<file path="src/rtl/ex_branch_stage.sv">
// Execute stage: operand forwarding, ALU, BTFN branch/jump resolution with same-cycle redirect,
// EX/MEM pipeline register and saturating branch/mispredict performance counters.
module ex_branch_stage (
  input  logic        clk,
  input  logic        reset,
  input  logic [31:0] rd1E,
  input  logic [31:0] rd2E,
  input  logic [31:0] PCE,
  input  logic [31:0] PCPlus4E,
  input  logic [31:0] ImmExtendE,
  input  logic [4:0]  rdE,
  input  logic        RegWriteE,
  input  logic        MemWriteE,
  input  logic        JumpE,
  input  logic        BranchE,
  input  logic        ALUSrcE,
  input  logic [1:0]  ResultSrcE,
  input  logic [2:0]  ALUControlE,
  input  logic [1:0]  ForwardAE,
  input  logic [1:0]  ForwardBE,
  input  logic [31:0] ResultW,
  output logic [31:0] ALUResultM,
  output logic [31:0] WriteDataM,
  output logic [31:0] PCPlus4M,
  output logic [4:0]  rdM,
  output logic        RegWriteM,
  output logic        MemWriteM,
  output logic [1:0]  ResultSrcM,
  output logic        RedirectE,
  output logic [31:0] RedirectPCE,
  output logic [31:0] BranchCount,
  output logic [31:0] MispredictCount
);

  logic [31:0] src_a;
  logic [31:0] write_data_e;
  logic [31:0] src_b;
  logic [31:0] alu_result;
  logic [31:0] pc_target;
  logic        zero;
  logic        is_branch;
  logic        actual_taken;
  logic        pred_taken;
  logic        mispredict;

  logic [31:0] branch_cnt_q, branch_cnt_d;
  logic [31:0] mispred_cnt_q, mispred_cnt_d;

  // Forwarding muxes; select 11 falls back to the register file operand.
  always_comb begin
    case (ForwardAE)
      2'b01:   src_a = ResultW;
      2'b10:   src_a = ALUResultM;
      default: src_a = rd1E;
    endcase
    case (ForwardBE)
      2'b01:   write_data_e = ResultW;
      2'b10:   write_data_e = ALUResultM;
      default: write_data_e = rd2E;
    endcase
  end

  assign src_b = ALUSrcE ? ImmExtendE : write_data_e;

  always_comb begin
    case (ALUControlE)
      3'b000:  alu_result = src_a + src_b;
      3'b001:  alu_result = src_a - src_b;
      3'b010:  alu_result = src_a & src_b;
      3'b011:  alu_result = src_a | src_b;
      3'b100:  alu_result = src_a ^ src_b;
      3'b101:  alu_result = {31'b0, $signed(src_a) < $signed(src_b)};
      default: alu_result = 32'b0;
    endcase
  end

  assign zero      = (alu_result == 32'b0);
  assign pc_target = PCE + ImmExtendE;

  // BTFN: fetch already followed backward branches, so only disagreement redirects.
  assign is_branch    = BranchE & ~JumpE;
  assign pred_taken   = ImmExtendE[31];
  assign actual_taken = zero;
  assign mispredict   = is_branch & (pred_taken != actual_taken);

  always_comb begin
    RedirectE   = 1'b0;
    RedirectPCE = 32'b0;
    if (JumpE) begin
      RedirectE   = 1'b1;
      RedirectPCE = pc_target;
    end else if (mispredict) begin
      RedirectE   = 1'b1;
      RedirectPCE = actual_taken ? pc_target : PCPlus4E;
    end
  end

  always_comb begin
    branch_cnt_d  = branch_cnt_q;
    mispred_cnt_d = mispred_cnt_q;
    if (is_branch && (branch_cnt_q != 32'hFFFF_FFFF)) begin
      branch_cnt_d = branch_cnt_q + 32'd1;
    end
    if (mispredict && (mispred_cnt_q != 32'hFFFF_FFFF)) begin
      mispred_cnt_d = mispred_cnt_q + 32'd1;
    end
  end

  always_ff @(posedge clk) begin
    if (reset) begin
      ALUResultM    <= 32'b0;
      WriteDataM    <= 32'b0;
      PCPlus4M      <= 32'b0;
      rdM           <= 5'b0;
      RegWriteM     <= 1'b0;
      MemWriteM     <= 1'b0;
      ResultSrcM    <= 2'b0;
      branch_cnt_q  <= 32'b0;
      mispred_cnt_q <= 32'b0;
    end else begin
      ALUResultM    <= alu_result;
      WriteDataM    <= write_data_e;
      PCPlus4M      <= PCPlus4E;
      rdM           <= rdE;
      RegWriteM     <= RegWriteE;
      MemWriteM     <= MemWriteE;
      ResultSrcM    <= ResultSrcE;
      branch_cnt_q  <= branch_cnt_d;
      mispred_cnt_q <= mispred_cnt_d;
    end
  end

  assign BranchCount     = branch_cnt_q;
  assign MispredictCount = mispred_cnt_q;

endmodule
</file>
<file path="config.mk">
export PLATFORM = sky130hd
export DESIGN_NAME = ex_branch_stage
export DESIGN_NICKNAME = d
export VERILOG_FILES = /design/src/rtl/ex_branch_stage.sv
export SDC_FILE = /design/constraint.sdc
export NUM_CORES = 1
export LEC_CHECK = 0
export CORE_MARGIN = 2
export CORE_UTILIZATION = 26
export DETAILED_ROUTE_END_ITERATION = 16
export GPL_TIMING_DRIVEN = 0
export MAX_ROUTING_LAYER = met4
export SLEW_MARGIN = 20
export SYNTH_ARGS = -nofsm -noshare
export SYNTH_HDL_FRONTEND = slang
export SYNTH_SLANG_ARGS = --single-unit
</file>
<file path="constraint.sdc">
create_clock -name clk -period 16.2 [get_ports clk]
set_input_delay 3.24 -clock clk [delete_from_list [all_inputs] [get_ports clk]]
set_output_delay 3.24 -clock clk [all_outputs]
set_load 0.005 [all_outputs]
</file>
==> results.py <==
metrics = {
    "clock_network": {
        "numClockSinks": 169,
        "clk_pin_slew_ns": 0.07,
        "cts_made_buffers": 17,
        "cts_hold_buf": 0,
        "cts_resized": 0,
        "htreeDepth": 4,
        "cts_buffer_depth": 2,
        "clock_latency_ns": 0.52,
        "cts_root_buf": "clkbuf_16",
        "tritoncts": "done",
        "post_cts.repair.setup_buffers": 0,
    },
    "die": {
        "die_height_um": 247,
        "core_area_um2": 58800,
        "initial_utilization_pct": 26.2,
        "ioPinCount": 415,
        "die_w_um": 247,
        "design.die.area_um2": 61200,
        "rows": 89,
    },
    "setup_path": {
        "arrival_ns": 12.38,
        "r2r_slack_ns": 9.00,
        "cp_slowest_cell": "nor4_1",
        "crit_top_cell": "clkbuf_1",
        "required_ns": 12.96,
        "critPathCaptureType": "primary output",
        "r2r_cells": 20,
        "r2r-start": "ALUResultM[18]",
        "slowest_delay_ns": 1.01,
        "start_kind": "input pin",
        "crit_type": "input pin to primary output",
        "cp-startpoint": "ForwardBE[0]",
        "cp_max_fo": 10,
        "timing.rr.end": "MispredictCount[0]",
    },
    "timing": {
        "max_slew.worst_pin.slew_ns": 1.12,
        "worst_slack_ns": 0.578,
        "slew_headroom_pct": 25.1,
        "clock_skew_ns": 0.0173,
        "fin_setup_tns_ns": 0,
        "setup_viol": 0,
        "drv_slew": 0,
        "timing.fmax_mhz": 64.0,
        "min_period_ns": 15.62,
        "finalHoldViolCount": 0,
        "finalCritPeriodShare_pct": 96.4,
        "rsz0062_at_grt": "false",
    },
    "routing": {
        "routed-via-count": 17915,
        "drt-initial-drc-count": 1629,
        "wire_per_inst_um": 24.9,
        "drt-total-wl_um": 82200,
        "drc": 0,
        "via_per_inst": 5.42,
        "first_pass_iters": 8,
        "ant_nets": 0,
    },
    "worst_hold_path": {
        "hp-class": "register to register",
        "hold_depth": 2,
        "holdPathEnd": "BranchCount[28]",
        "worstHoldStart": "BranchCount[28]",
    },
    "power": {
        "netSwitchingFraction_pct": 41.1,
        "p_clk_share_pct": 28.6,
        "pwr-share-comb_pct": 44.1,
        "vdd_drop_max_v": 0.0000800,
        "internal_power_uw": 979,
        "power.leakage_uw": 0.00809,
        "power_uw": 1660,
        "p_switching_uw": 682,
        "power.density_nw_per_um2": 78.5,
        "p_seq_share_pct": 27.3,
    },
    "placed_design": {
        "gp_congestion": 0.962,
        "portBuffers": 410,
        "place_hpwl_um": 67800,
        "place_ws_ns": 0.912,
        "dpl_cell_area_um2": 20500,
    },
    "synthesis": {
        "synthTopCellsByArea": "dfxtp_1 22%, ha_1 11%, nor2_1 6.2%",
        "syn_nets": 2445,
        "synthArstFlopShare_pct": 0,
        "ys.flop_type": "dfxtp_1",
        "avgSynthCellArea_um2": 7.38,
        "syn_inst": 2088,
        "synth_seq_cells": 169,
        "ys_warn_count": 0,
        "yosysUniqueCellTypes": 89,
        "ys_seq_area_share_pct": 22.0,
        "synth_top_area_cell": "dfxtp_1",
        "yosysTopAreaCellShare_pct": 22.0,
        "synth_area_um2": 15400,
        "synth-edff-count": 0,
    },
    "finish": {
        "drive_gt1_share_pct": 3.83,
        "fin_nets": 2875,
        "area_delta_synth_final_pct": 37.2,
        "fin_area_um2": 21100,
    },
    "global_route": {
        "grt_overflow": 0,
        "grt_pass1_vias": 17381,
        "grt_pass1_wl_um": 117000,
        "antenna_found_initial": 2,
        "grt_use_total_pct": 26.8,
        "grt_max_degree": 18,
    },
    "run_status": {
        "status": "completed",
    },
    "job": {
        "drv_cap": 0,
    },
}
[logic make-up after synthesis]
| family | share of synthesized area [%] |
|---|---|
| flip-flops | 22.0 |
| XOR/XNOR | 4.09 |
| AO/OA/AOI/OAI | 25.6 |
| AND/OR/NAND/NOR | 25.2 |
| multiplexers | 5.03 |
| buffers and inverters | 6.33 |
| adder cells (fa/ha/maj) | 11.8 |
[cell type report]
type,count,area (um2)
buffer,132,574
clock buffer,18,439
fill,6144,37700
inverter,107,402
clock inverter,14,208
tap,773,967
sequential,169,3380
antenna,2,5.00
timing repair buffer,411,4110
multi-input combinational,1680,11100
[Yosys cell counts, drive strengths merged (4+ instances only)]
library cell / instances
o211a: 5
nand2: 161
clkbuf: 99
o31a: 8
a2111oi: 5
and2: 10
dfxtp: 169
o21a: 16
or3: 14
a211oi: 23
mux2i: 35
o211ai: 15
buf: 32
nor3: 45
nand3: 72
and3: 19
nand4: 39
o31ai: 18
o32a: 4
a31oi: 19
nor4: 36
nor2: 256
xor2: 34
o21bai: 15
or4: 5
a21oi: 158
mux2: 35
a221oi: 6
nand2b: 21
xnor2: 38
ha: 141
and4: 8
a221o: 4
o221ai: 10
a22o: 32
a22oi: 67
a21o: 29
o21ai: 119
or2: 8
o41ai: 4
inv: 104
nor3b: 5
nor2b: 96
[worst max-delay path by stage]
stage | end | depth (start not counted)
6_report | RedirectPCE[24] | 25
5_1_grt | RedirectPCE[22] | 26
4_1_cts | RedirectPCE[24] | 25
3_5_place_dp | RedirectPCE[24] | 25
3_3_place_gp | RedirectPCE[24] | 25
2_1_floorplan | RedirectPCE[10] | 24
[per-layer routing]
| metal | wire length, um | vias to the layer above | GRT usage [%] | part of all wire, % |
|---|---|---|---|---|
| met5 | 0 | - | - | 0 |
| met4 | 2400 | 0 | 8.81 | 2.9 |
| met1 | 34800 | 8666 | 32.9 | 42 |
| met2 | 39000 | 757 | 44.5 | 47 |
| li1 | - | 8380 | - | - |
| met3 | 5970 | 112 | 4.71 | 7.3 |
[metrics by stage]
| step | utilization (%) | hold WS (ns) | instances |
|---|---|---|---|
| 5_1_grt | 36.0 | 0.563 | 3306 |
| 6_report | 36.0 | 0.525 | 3306 |
| 3_5_place_dp | 34.8 | 0.507 | 3271 |
| 4_1_cts | 35.9 | 0.519 | 3303 |
| 3_3_place_gp | 34.8 | 0.502 | 3271 |
| 2_1_floorplan | - | 0.483 | 2088 |
[worst max-delay path, delay by kind of cell]
kind	cells	cell delay, ns
AND/OR/NAND/NOR	8	2.95
AO/OA/AOI/OAI	7	2.64
buffers and inverters	7	2.61
multiplexers	1	0.11
adder cells (fa/ha/maj)	2	0.80
[state kept, by name, indices dropped and copies added (netlist names)]
register and flops:
ResultSrcM 2, RegWriteM 1, PCPlus4M 32, BranchCount 32, MispredictCount 32, ALUResultM 32, WriteDataM 32, rdM 5
MemWriteM 1
[layout by cell type (no fill, tap or decap), types with 23 or more instances in the layout]
| cell | instances |
|---|---|
| a21o_1 | 29 |
| a21oi_1 | 157 |
| clkbuf_1 | 98 |
| mux2_1 | 25 |
| nand4_1 | 39 |
| mux2i_1 | 35 |
| xor2_1 | 34 |
| clkdlybuf4s50_1 | 410 |
| nand3_1 | 72 |
| xnor2_1 | 38 |
| inv_1 | 103 |
| nor4_1 | 36 |
| dfxtp_1 | 169 |
| a22o_1 | 32 |
| o21ai_0 | 114 |
| buf_2 | 23 |
| ha_1 | 141 |
| nor3_1 | 44 |
| nor2b_1 | 96 |
| nand2_1 | 161 |
| a22oi_1 | 66 |
| nor2_1 | 255 |
[power by group through the flow]
stage	combinational (uW)	clock, uW	sequential (uW)
6_report	732	475	453
5_1_grt	784	498	455
4_1_cts	720	484	453
3_5_place_dp	716	0	462
3_3_place_gp	717	0	462
2_1_floorplan	393	0	460
No activity file was read; power rests on OpenSTA's default activity.
